File: src/rtl/s2_packer_pkg.sv
// s2_packer_pkg: shared types and constants for the s2 byte packer.
//   LANES/LANE_W : bytes per 64-bit s2 word and lane-index width
//   S2_ADDR_W    : s2 word-address width carried in a write request
//   state_e      : packer FSM states
//   wr_req_t     : one s2 write request {addr, data, be}
package s2_packer_pkg;

    localparam int LANES     = 8;
    localparam int LANE_W    = 3;
    localparam int S2_ADDR_W = 14;

    typedef enum logic [1:0] {
        IDLE,
        FILL,
        FLUSH,
        DONE
    } state_e;

    typedef struct packed {
        logic [S2_ADDR_W-1:0] addr;
        logic [LANES*8-1:0]   data;
        logic [LANES-1:0]     be;
    } wr_req_t;

endpackage

File: src/rtl/s2_byte_packer_if.sv
// s2_byte_packer_if: byte stream in + Avalon-MM s2 write port out.
//   in_data/in_valid/in_last/in_ready : 8-bit valid/ready byte stream
//   onchip_memory2_0_s2_*             : 64-bit s2 write port (no waitrequest)
//   master : packer side, slave : stream source / memory side
interface s2_byte_packer_if #(
    parameter int ADDR_W = 14
);
    logic [7:0]        in_data;
    logic              in_valid;
    logic              in_last;
    logic              in_ready;
    logic [ADDR_W-1:0] onchip_memory2_0_s2_address;
    logic              onchip_memory2_0_s2_chipselect;
    logic              onchip_memory2_0_s2_clken;
    logic              onchip_memory2_0_s2_write;
    logic [63:0]       onchip_memory2_0_s2_writedata;
    logic [7:0]        onchip_memory2_0_s2_byteenable;

    modport master (
        input  in_data, in_valid, in_last,
        output in_ready,
        output onchip_memory2_0_s2_address, onchip_memory2_0_s2_chipselect,
               onchip_memory2_0_s2_clken, onchip_memory2_0_s2_write,
               onchip_memory2_0_s2_writedata, onchip_memory2_0_s2_byteenable
    );

    modport slave (
        output in_data, in_valid, in_last,
        input  in_ready,
        input  onchip_memory2_0_s2_address, onchip_memory2_0_s2_chipselect,
               onchip_memory2_0_s2_clken, onchip_memory2_0_s2_write,
               onchip_memory2_0_s2_writedata, onchip_memory2_0_s2_byteenable
    );
endinterface

File: src/rtl/s2_word_accum.sv
// s2_word_accum: byte-lane accumulator for one 64-bit word.
//   clk/rst_n : clock, async active-low reset
//   clr       : start of frame, resets lane and be_acc
//   push/last/din : accepted byte, final-byte flag, byte value
//   word/be   : accumulated word and lane enables including the byte being pushed
//   complete  : this push finishes a word (lane 7 or last byte)
module s2_word_accum
    import s2_packer_pkg::*;
(
    input  logic               clk,
    input  logic               rst_n,
    input  logic               clr,
    input  logic               push,
    input  logic               last,
    input  logic [7:0]         din,
    output logic [LANES*8-1:0] word,
    output logic [LANES-1:0]   be,
    output logic               complete
);
    logic [LANE_W-1:0]  lane_q, lane_d;
    logic [LANES-1:0]   be_q, be_d;
    logic [LANES*8-1:0] data_q, data_d;

    // word/be include the byte in flight so the top can capture in the same cycle
    always_comb begin
        data_d = data_q;
        if (push) data_d[8*lane_q +: 8] = din;
        word     = data_d;
        be       = push ? be_q | (LANES'(1) << lane_q) : be_q;
        complete = push && (last || &lane_q);
        lane_d   = clr ? '0 : lane_q + LANE_W'(push);
        be_d     = (clr || complete) ? '0 : be;
    end

    always_ff @(posedge clk or negedge rst_n) begin
        if (!rst_n) begin
            lane_q <= '0;
            be_q   <= '0;
            data_q <= '0;
        end else begin
            lane_q <= lane_d;
            be_q   <= be_d;
            data_q <= data_d;
        end
    end
endmodule

File: src/rtl/s2_byte_packer.sv
// s2_byte_packer: packs an 8-bit byte stream little-endian into 64-bit s2 writes.
//   clk_clk/reset_reset_n : clock, async active-low reset
//   start/base_addr       : arm a frame at word address base_addr (IDLE only)
//   busy/done             : frame in progress / one-cycle end-of-frame pulse
//   wrapped/byte_count    : frame crossed the top of memory / bytes accepted
//   bus                   : byte stream in, s2 write port out
// Build option S2_PACKER_ZERO_FILL_EN: a partial final word is written with
// all lanes enabled and unused lanes zero instead of be_acc-only lanes.
module s2_byte_packer #(
    parameter int ADDR_W = 14,
    parameter int LANES  = 8
) (
    input  logic              clk_clk,
    input  logic              reset_reset_n,
    input  logic              start,
    input  logic [ADDR_W-1:0] base_addr,
    output logic              busy,
    output logic              done,
    output logic              wrapped,
    output logic [ADDR_W+3:0] byte_count,
    s2_byte_packer_if.master  bus
);
    import s2_packer_pkg::*;

    state_e             state_q, state_d;
    logic [ADDR_W-1:0]  addr_q, addr_d;
    wr_req_t            wr_q, wr_d;
    logic               write_q, write_d;
    logic               more_q, more_d;
    logic               wrapped_q, wrapped_d;
    logic [ADDR_W+3:0]  count_q, count_d;
    logic               go, push, complete;
    logic [LANES*8-1:0] acc_word;
    logic [LANES-1:0]   acc_be;

    assign go   = start && state_q == IDLE;
    assign push = bus.in_valid && state_q == FILL;

    s2_word_accum u_accum (
        .clk      (clk_clk),
        .rst_n    (reset_reset_n),
        .clr      (go),
        .push     (push),
        .last     (bus.in_last),
        .din      (bus.in_data),
        .word     (acc_word),
        .be       (acc_be),
        .complete (complete)
    );

    always_comb begin
        state_d = state_q;
        unique case (state_q)
            IDLE:    if (start) state_d = FILL;
            FILL:    if (complete && bus.in_last) state_d = FLUSH;
            FLUSH:   state_d = DONE;
            default: state_d = IDLE;
        endcase
        // addr advances as the word is captured, so it already points past it during the write
        addr_d  = go ? base_addr : complete ? addr_q + 1'b1 : addr_q;
        write_d = complete;
        more_d  = complete ? !bus.in_last : more_q;
        wr_d    = wr_q;
        if (complete) begin
            wr_d.addr = addr_q;
`ifdef S2_PACKER_ZERO_FILL_EN
            for (int i = 0; i < LANES; i++) wr_d.data[8*i +: 8] = acc_be[i] ? acc_word[8*i +: 8] : 8'h00;
            wr_d.be = '1;
`else
            wr_d.data = acc_word;
            wr_d.be   = acc_be;
`endif
        end
        // only a write at the top address that is followed by more bytes counts as a wrap
        wrapped_d = go ? 1'b0 : wrapped_q | (write_q & more_q & (&wr_q.addr));
        count_d   = go ? '0 : count_q + (ADDR_W+4)'(push);
    end

    always_ff @(posedge clk_clk or negedge reset_reset_n) begin
        if (!reset_reset_n) begin
            state_q   <= IDLE;
            addr_q    <= '0;
            wr_q      <= '0;
            write_q   <= 1'b0;
            more_q    <= 1'b0;
            wrapped_q <= 1'b0;
            count_q   <= '0;
        end else begin
            state_q   <= state_d;
            addr_q    <= addr_d;
            wr_q      <= wr_d;
            write_q   <= write_d;
            more_q    <= more_d;
            wrapped_q <= wrapped_d;
            count_q   <= count_d;
        end
    end

    assign busy       = state_q != IDLE;
    assign done       = state_q == DONE;
    assign wrapped    = wrapped_q;
    assign byte_count = count_q;

    assign bus.in_ready                       = state_q == FILL;
    assign bus.onchip_memory2_0_s2_address    = wr_q.addr;
    assign bus.onchip_memory2_0_s2_writedata  = wr_q.data;
    assign bus.onchip_memory2_0_s2_byteenable = wr_q.be;
    assign bus.onchip_memory2_0_s2_write      = write_q;
    assign bus.onchip_memory2_0_s2_chipselect = write_q;
    assign bus.onchip_memory2_0_s2_clken      = 1'b1;
endmodule

File: src/flat_wrapper.sv
// flat-port wrapper written by rule: the top's interface ports become plain ports
module s2_byte_packer_flat import s2_packer_pkg::*;
#(
    parameter int ADDR_W = 14,
    parameter int LANES  = 8
)
  (clk_clk, reset_reset_n, start, base_addr, busy, done, wrapped, byte_count, bus_in_data, bus_in_valid, bus_in_last, bus_in_ready, bus_onchip_memory2_0_s2_address, bus_onchip_memory2_0_s2_chipselect, bus_onchip_memory2_0_s2_clken, bus_onchip_memory2_0_s2_write, bus_onchip_memory2_0_s2_writedata, bus_onchip_memory2_0_s2_byteenable);
  s2_byte_packer_if #(.ADDR_W(ADDR_W)) bus_i ();
  input  logic clk_clk;
  input  logic reset_reset_n;
  input  logic start;
  input  logic [ADDR_W-1:0] base_addr;
  output logic busy;
  output logic done;
  output logic wrapped;
  output logic [ADDR_W+3:0] byte_count;
  input wire logic [$bits(bus_i.in_data)-1:0] bus_in_data;
  input wire logic [$bits(bus_i.in_valid)-1:0] bus_in_valid;
  input wire logic [$bits(bus_i.in_last)-1:0] bus_in_last;
  output wire logic [$bits(bus_i.in_ready)-1:0] bus_in_ready;
  output wire logic [$bits(bus_i.onchip_memory2_0_s2_address)-1:0] bus_onchip_memory2_0_s2_address;
  output wire logic [$bits(bus_i.onchip_memory2_0_s2_chipselect)-1:0] bus_onchip_memory2_0_s2_chipselect;
  output wire logic [$bits(bus_i.onchip_memory2_0_s2_clken)-1:0] bus_onchip_memory2_0_s2_clken;
  output wire logic [$bits(bus_i.onchip_memory2_0_s2_write)-1:0] bus_onchip_memory2_0_s2_write;
  output wire logic [$bits(bus_i.onchip_memory2_0_s2_writedata)-1:0] bus_onchip_memory2_0_s2_writedata;
  output wire logic [$bits(bus_i.onchip_memory2_0_s2_byteenable)-1:0] bus_onchip_memory2_0_s2_byteenable;
  assign bus_i.in_data = bus_in_data;
  assign bus_i.in_valid = bus_in_valid;
  assign bus_i.in_last = bus_in_last;
  assign bus_in_ready = bus_i.in_ready;
  assign bus_onchip_memory2_0_s2_address = bus_i.onchip_memory2_0_s2_address;
  assign bus_onchip_memory2_0_s2_chipselect = bus_i.onchip_memory2_0_s2_chipselect;
  assign bus_onchip_memory2_0_s2_clken = bus_i.onchip_memory2_0_s2_clken;
  assign bus_onchip_memory2_0_s2_write = bus_i.onchip_memory2_0_s2_write;
  assign bus_onchip_memory2_0_s2_writedata = bus_i.onchip_memory2_0_s2_writedata;
  assign bus_onchip_memory2_0_s2_byteenable = bus_i.onchip_memory2_0_s2_byteenable;
  s2_byte_packer #(.ADDR_W(ADDR_W), .LANES(LANES)) u_core (.clk_clk(clk_clk), .reset_reset_n(reset_reset_n), .start(start), .base_addr(base_addr), .busy(busy), .done(done), .wrapped(wrapped), .byte_count(byte_count), .bus(bus_i));
endmodule
File: config.mk
export PLATFORM = sky130hd
export DESIGN_NAME = s2_byte_packer_flat
export DESIGN_NICKNAME = d
export VERILOG_FILES = /design/src/rtl/s2_packer_pkg.sv /design/src/rtl/s2_byte_packer_if.sv /design/src/rtl/s2_word_accum.sv /design/src/rtl/s2_byte_packer.sv /design/src/flat_wrapper.sv
export SDC_FILE = /design/constraint.sdc
export NUM_CORES = 1
export LEC_CHECK = 0
export CAP_MARGIN = 20
export CORE_MARGIN = 5
export CORE_UTILIZATION = 50
export DETAILED_ROUTE_END_ITERATION = 10
export GPL_ROUTABILITY_DRIVEN = 1
export PLACE_DENSITY_LB_ADDON = 0.3
export SETUP_SLACK_MARGIN = 0.15
export SYNTH_ARGS = -nofsm -noshare
export SYNTH_HDL_FRONTEND = slang
export SYNTH_SLANG_ARGS = --single-unit
File: constraint.sdc
create_clock -name clk_clk -period 3.8 [get_ports clk_clk]
set_input_delay 0.95 -clock clk_clk [delete_from_list [all_inputs] [get_ports clk_clk]]
set_output_delay 0.95 -clock clk_clk [all_outputs]
set_load 0.01 [all_outputs]
==> results of run 1 <==
## final cells by class
class                           instances  area (µm²)
Clock buffer                           18         429
Clock inverter                         14         176
Fill cell                            1250        6000
Inverter                               37         139
Timing Repair Buffer                  143        1440
Sequential cell                       198        4950
Tap cell                              220         275
Multi-Input combinational cell        444        3160
## stage by stage
stage,utilization (%),cell area (µm²),std cells,setup WS [ns]
after CTS,63.8,10600,1074,0.840
after detailed placement,60.1,9970,1042,0.503
final,63.8,10600,1074,0.842
after global routing,63.8,10600,1074,0.693
after global placement,60.1,9970,1042,0.542
after floorplan,-,8430,711,1.31
## report_power, final
group / internal, W / switching, W
clock: 0.00104 / 0.000789
sequential: 0.00262 / 0.000386
combinational: 0.00106 / 0.00105
total: 0.00471 / 0.00222
## worst max-delay path: cells and delay by family (launching register included)
kind	cells	cell delay [ns]
adders and majority gates	2	0.52
buffers and inverters	1	0.17
DFF	1	0.68
muxes	2	0.66
and+or+nand+nor	2	0.81
## synth_stat cells, types with 10 or more instances
cell / count / area share [%]
nand3_1: 17 / 1.0
o21ai_0: 22 / 1.3
ha_1: 17 / 2.5
and2_1: 24 / 1.8
dfrtp_1: 198 / 59
mux2_2: 47 / 6.3
mux2_1: 15 / 2.0
inv_1: 35 / 1.6
a21oi_1: 14 / 0.83
xnor2_1: 10 / 1.0
mux2_4: 16 / 2.8
mux2i_1: 29 / 3.4
buf_2: 10 / 0.59
nand4_1: 12 / 0.89
nand2_1: 100 / 4.5
nor2_1: 29 / 1.3
clkbuf_1: 14 / 0.62
o21ai_1: 24 / 1.4
## state kept, by name (all words and copies together) (netlist names)
signal,flops
u_core.addr_q,14
u_core.bus.onchip_memory2_0_s2_address,14
u_core.bus.onchip_memory2_0_s2_byteenable,8
u_core.bus.onchip_memory2_0_s2_chipselect,1
u_core.bus.onchip_memory2_0_s2_writedata,64
u_core.byte_count,18
u_core.more_q,1
u_core.state_q,2
u_core.u_accum.be_q,8
u_core.u_accum.data_q,64
u_core.u_accum.lane_q,3
u_core.wrapped,1
## kinds of logic (layout without fill, tap and decap cells)
kind of cell	after synthesis	in the layout	share of synthesized area, %
flip-flops	198	198	58.7
adder cells (fa/ha/maj)	17	17	2.52
multiplexers	107	107	14.6
AND/OR/NAND/NOR	224	224	13.3
buffers and inverters	69	212	3.80
other	1	1	0.0445
AO/OA/AOI/OAI	77	77	5.13
XOR/XNOR	18	18	1.87
## layout by cell type, fill, tap and decap left out, drive strengths merged, types with 4 or more instances in the layout
cell type / Yosys / final
xnor2: 10 / 10
nand3: 18 / 18
nand4: 12 / 12
and2: 24 / 24
buf: 18 / 7
clkbuf: 14 / 19
nor2: 32 / 32
o21ai: 46 / 46
clkdlybuf4s50: 0 / 135
clkinv: 0 / 4
a31oi: 5 / 5
mux2i: 29 / 29
nor4: 7 / 7
mux2: 78 / 78
nand2: 100 / 100
or3: 5 / 5
xor2: 8 / 8
inv: 37 / 40
ha: 17 / 17
dfrtp: 198 / 198
or4: 6 / 6
clkinvlp: 0 / 4
nor3: 4 / 4
a21oi: 15 / 15
## worst min-delay path by stage
stage / slack, ns / end / depth (start not counted)
after floorplan: 0.43 / u_core.u_accum.data_q[7] / 2
after global placement: 0.45 / u_core.u_accum.data_q[7] / 2
after detailed placement: 0.47 / u_core.u_accum.data_q[7] / 2
after CTS: 0.49 / u_core.u_accum.data_q[7] / 2
after global routing: 0.51 / u_core.u_accum.data_q[62] / 1
final: 0.48 / u_core.u_accum.data_q[7] / 2
## metal layers
layer	vias up	share of wire (%)	GRT usage, %
met5	-	0	0
met4	0	1.6	6.32
met3	17	4.6	4.73
met2	140	50	34.4
met1	2872	43	25.9
li1	2670	-	-
==> impl_metrics.py, run 1 <==
metrics = {
    "cts": {
        "tritoncts": "done",
        "cts_hold_buf": 0,
        "cts.sinks": 198,
        "cts_buffer_depth": 2,
        "cts_setup_buffers": 0,
        "insertion_delay_ns": 0.43,
        "root_buffer": "clkbuf_16",
        "clk_pin_slew_ns": 0.07,
        "htreeDepth": 4,
        "cts_buffers": 17,
        "cts.repair.resized": 0,
    },
    "sta": {
        "post-route-period-util_pct": 77.8,
        "slew_violations": 0,
        "whs_ns": 0.484,
        "fin_setup_tns_ns": 0,
        "max_freq_mhz": 338,
        "hold_viol_final": 0,
        "setup-violations-final": 0,
        "worstMarginPinSlew_ns": 0.953,
        "period_needed_ns": 2.96,
        "relSlewSlack_pct": 36.5,
        "rsz0062_at_grt": "false",
        "finClkSkew_ns": 0.00637,
    },
    "floorplan": {
        "die_h_um": 140,
        "core-area_mm2": 0.0166,
        "initial_core_util_pct": 50.9,
        "core.rowCount": 47,
        "ioPinCount": 138,
        "fp.dieW_um": 140,
        "die_area_mm2": 0.0196,
    },
    "global_routing": {
        "antenna_found_initial": 0,
        "overflow": 0,
        "grt_pass1_wl_um": 31800,
        "globalRouteTotalUtil_pct": 20.3,
        "first_global_vias": 6158,
        "grt_max_degree": 83,
    },
    "place": {
        "io_buffer_count": 136,
        "dp_hpwl_um": 13900,
        "gp_congestion": 0.853,
    },
    "setup_path": {
        "rr_endpoint": "u_core.bus.onchip_memory2_0_s2_writedata[63]",
        "cp-end-kind": "flop",
        "critPathCapture": "u_core.bus.onchip_memory2_0_s2_writedata[63]",
        "path_class": "reg2reg",
        "critPathLaunchType": "flop",
        "r2r_slack_ns": 0.84,
        "arrival_ns": 3.27,
        "critical_path.cell_chain": "inv_1 -> ha_1 -> ha_1 -> nand4b_4 -> or3_1 -> mux2_4 -> mux2_4",
        "critical_path.startpoint": "u_core.u_accum.lane_q[0]",
        "r2r_cells": 7,
        "critPathSlowestCell": "dfrtp_1",
        "max_stage_delay_ns": 0.68,
        "cp_data_required_time_ns": 4.11,
        "timing.rr.start": "u_core.u_accum.lane_q[0]",
        "path_max_fanout": 14,
    },
    "final_layout": {
        "n_antenna_cell": 0,
        "final_layout_size_suffix_gt1_share_pct": 13.6,
        "syn2layout_area_growth_pct": 25.4,
        "fin_nets": 885,
    },
    "min_path": {
        "hold_class": "reg2reg",
        "min_from": "u_core.u_accum.data_q[7]",
    },
    "yosys": {
        "synth_cell_types": 49,
        "synthArstFlopShare_pct": 100,
        "synth_area_per_cell_um2": 11.9,
        "ys_seq_area_share_pct": 58.7,
        "netlist_area_mm2": 0.00843,
        "syn_nets": 755,
        "yosys_warnings": 0,
        "synth_ff_type": "dfrtp_1",
        "synth-edff-count": 0,
        "synth-seq-cells": 198,
        "synthCells": 711,
    },
    "power": {
        "power.density_mw_per_mm2": 655,
        "irDropWorstVdd_v": 0.000387,
        "p_total_w": 0.00693,
        "leakagePower_nw": 5.18,
    },
    "drt": {
        "drc_errors": 0,
        "vias": 5699,
        "dr.pass1.iters": 4,
        "drt_wl_total_um": 19200,
        "vias_per_cell": 5.31,
        "ant_nets": 0,
        "wl_per_cell_um": 17.9,
        "drt_iter0_drc": 349,
    },
    "flow_run": {
        "drv_cap": 0,
    },
    "outcome": {
        "status": "finished, final reports clean",
    },
}
No activity file was read; power rests on OpenSTA's default activity.
==> run 2, diff against run 1 <==
CORE_UTILIZATION = 48   (was 50)
clock period = 2.56 ns   (was 3.8 ns; I/O delays follow)
==> impl_metrics.py, run 2 (synthesized netlist as in run 1, its figures left out) <==
metrics = {
    "drt": {
        "drc_errors": 0,
        "dr.pass1.iters": 4,
        "drt_wl_total_um": 19300,
        "vias": 5797,
        "ant_nets": 0,
        "vias_per_cell": 5.22,
        "wl_per_cell_um": 17.4,
        "drt_iter0_drc": 345,
    },
    "power": {
        "p_sw_w": 0.00346,
        "power.density_mw_per_mm2": 955,
        "irDropWorstVdd_v": 0.000625,
        "p_int_w": 0.00701,
        "clkPwrFrac_pct": 25.8,
        "pwr-share-comb_pct": 32.1,
        "leakagePower_nw": 5.36,
        "seqPwrFrac_pct": 42.2,
        "p_total_w": 0.0105,
        "sw_frac_of_total_pct": 33.0,
    },
    "setup_path": {
        "critical_path.cell_chain": "inv_1 -> ha_4 -> inv_1 -> clkdlybuf4s50_1",
        "critPathSlowestCell": "clkdlybuf4s50_1",
        "arrival_ns": 1.73,
        "timing.rr.start": "u_core.u_accum.lane_q[0]",
        "r2r_slack_ns": 0.25,
        "critPathLaunchType": "flop",
        "path_max_fanout": 5,
        "cp_data_required_time_ns": 1.92,
        "rr_endpoint": "u_core.bus.onchip_memory2_0_s2_writedata[52]",
        "r2r_cells": 8,
        "path_class": "reg2out",
        "cp-end-kind": "primary output",
        "max_stage_delay_ns": 0.53,
        "cpMostUsedCell": "inv_1",
    },
    "floorplan": {
        "fp.dieW_um": 143,
        "ioPinCount": 138,
        "die_area_mm2": 0.0203,
        "core-area_mm2": 0.0173,
        "initial_core_util_pct": 48.8,
        "core.rowCount": 48,
        "die_h_um": 143,
    },
    "final_layout": {
        "final_cells": 1110,
        "final_layout_size_suffix_gt1_share_pct": 17.9,
        "final_util_pct": 63.4,
        "fin_nets": 916,
        "fill_cells": 1287,
        "layout_commonest_cell": "dfrtp_1",
        "syn2layout_area_growth_pct": 30.0,
        "layout_common_cells": "196 x dfrtp_1, 134 x clkdlybuf4s50_1, 100 x nand2_1",
        "n_antenna_cell": 0,
    },
    "min_path": {
        "hold_class": "in2async",
    },
    "sta": {
        "finClkSkew_ns": 0.0133,
        "setup-violations-final": 0,
        "worstMarginPinSlew_ns": 0.648,
        "hold_viol_final": 0,
        "slew_violations": 0,
        "period_needed_ns": 2.37,
        "post-route-period-util_pct": 92.6,
        "relSlewSlack_pct": 56.8,
        "layout_setup_ws_ns": 0.188,
        "max_freq_mhz": 422,
        "whs_ns": 0.241,
        "rsz0062_at_grt": "false",
    },
    "place": {
        "dp.cells": 1076,
        "dp_hpwl_um": 14000,
        "io_buffer_count": 136,
        "place_ws_ns": -0.208,
        "gp_congestion": 0.912,
    },
    "global_routing": {
        "antenna_found_initial": 0,
        "grt_max_degree": 81,
        "globalRouteTotalUtil_pct": 19.5,
        "overflow": 0,
        "first_global_vias": 6066,
        "grt_pass1_wl_um": 31400,
    },
    "cts": {
        "clk_pin_slew_ns": 0.07,
        "root_buffer": "clkbuf_16",
        "cts_buffers": 17,
        "tritoncts": "done",
        "htreeDepth": 4,
        "cts.sinks": 198,
        "cts_buffer_depth": 2,
        "cts_hold_buf": 0,
        "insertion_delay_ns": 0.43,
    },
    "flow_run": {
        "drv_cap": 0,
    },
    "outcome": {
        "status": "finished, final reports clean",
    },
}
[run 2: worst max path at each step]
stage | cells after the start | slack, ns | endpoint | from
final | 4 | 0.19 | busy | u_core.state_q[0]
after global routing | 4 | 0.13 | busy | u_core.state_q[0]
after CTS | 3 | 0.09 | bus_in_ready | u_core.state_q[1]
after detailed placement | 6 | -0.21 | u_core.bus.onchip_memory2_0_s2_writedata[51] | bus_in_valid
after global placement | 6 | -0.11 | u_core.bus.onchip_memory2_0_s2_writedata[36] | bus_in_valid
after floorplan | 10 | 0.16 | u_core.byte_count[16] | u_core.state_q[1]
[run 2: area by class of cell]
| cell class | count | area [µm²] | share of cell area [%] |
|---|---|---|---|
| tap | 225 | 282 | 2.57 |
| sequential | 198 | 4960 | 45.2 |
| clock inverter | 15 | 183 | 1.67 |
| clock buffer | 17 | 425 | 3.88 |
| multi-input combinational | 444 | 3210 | 29.3 |
| timing repair buffer | 174 | 1770 | 16.1 |
| inverter | 37 | 139 | 1.27 |
[run 2: what timing repair did]
action / 4_1_cts / 5_1_grt
gates cloned: 0 / 0
setup endpoints to repair: 4 / 37
pin swaps: 0 / 1
gates resized for setup: 2 / 12
buffers inserted: 0 / 2
[run 2: metrics by stage]
step,instance area (µm²),setup TNS [ns]
after detailed placement,10300,-7.11
final,11000,0
after global routing,11000,0
after floorplan,8440,0
after CTS,10900,0
after global placement,10300,-4.08
[run 2: layer usage]
layer,part of all wire [%],GRT usage (%),vias up
met3,6.8,5.17,21
li1,-,-,2726
met4,1.4,4.65,0
met1,44,26.2,2857
met2,48,31.9,193
met5,0,0,-
[run 2: critical path: cells and delay by family, from the launching register on]
kind / cells / cell delay [ns]
flip-flops: 1 / 0.42
adder cells (fa/ha/maj): 1 / 0.19
buffers and inverters: 3 / 0.70
[run 2: power by group through the flow]
stage / sequential, W / clock (W) / combinational (W)
after global placement: 0.00441 / 0 / 0.00314
after CTS: 0.00440 / 0.00276 / 0.00329
final: 0.00442 / 0.00270 / 0.00336
after floorplan: 0.00448 / 0 / 0.00165
after global routing: 0.00450 / 0.00289 / 0.00368
after detailed placement: 0.00445 / 0 / 0.00327
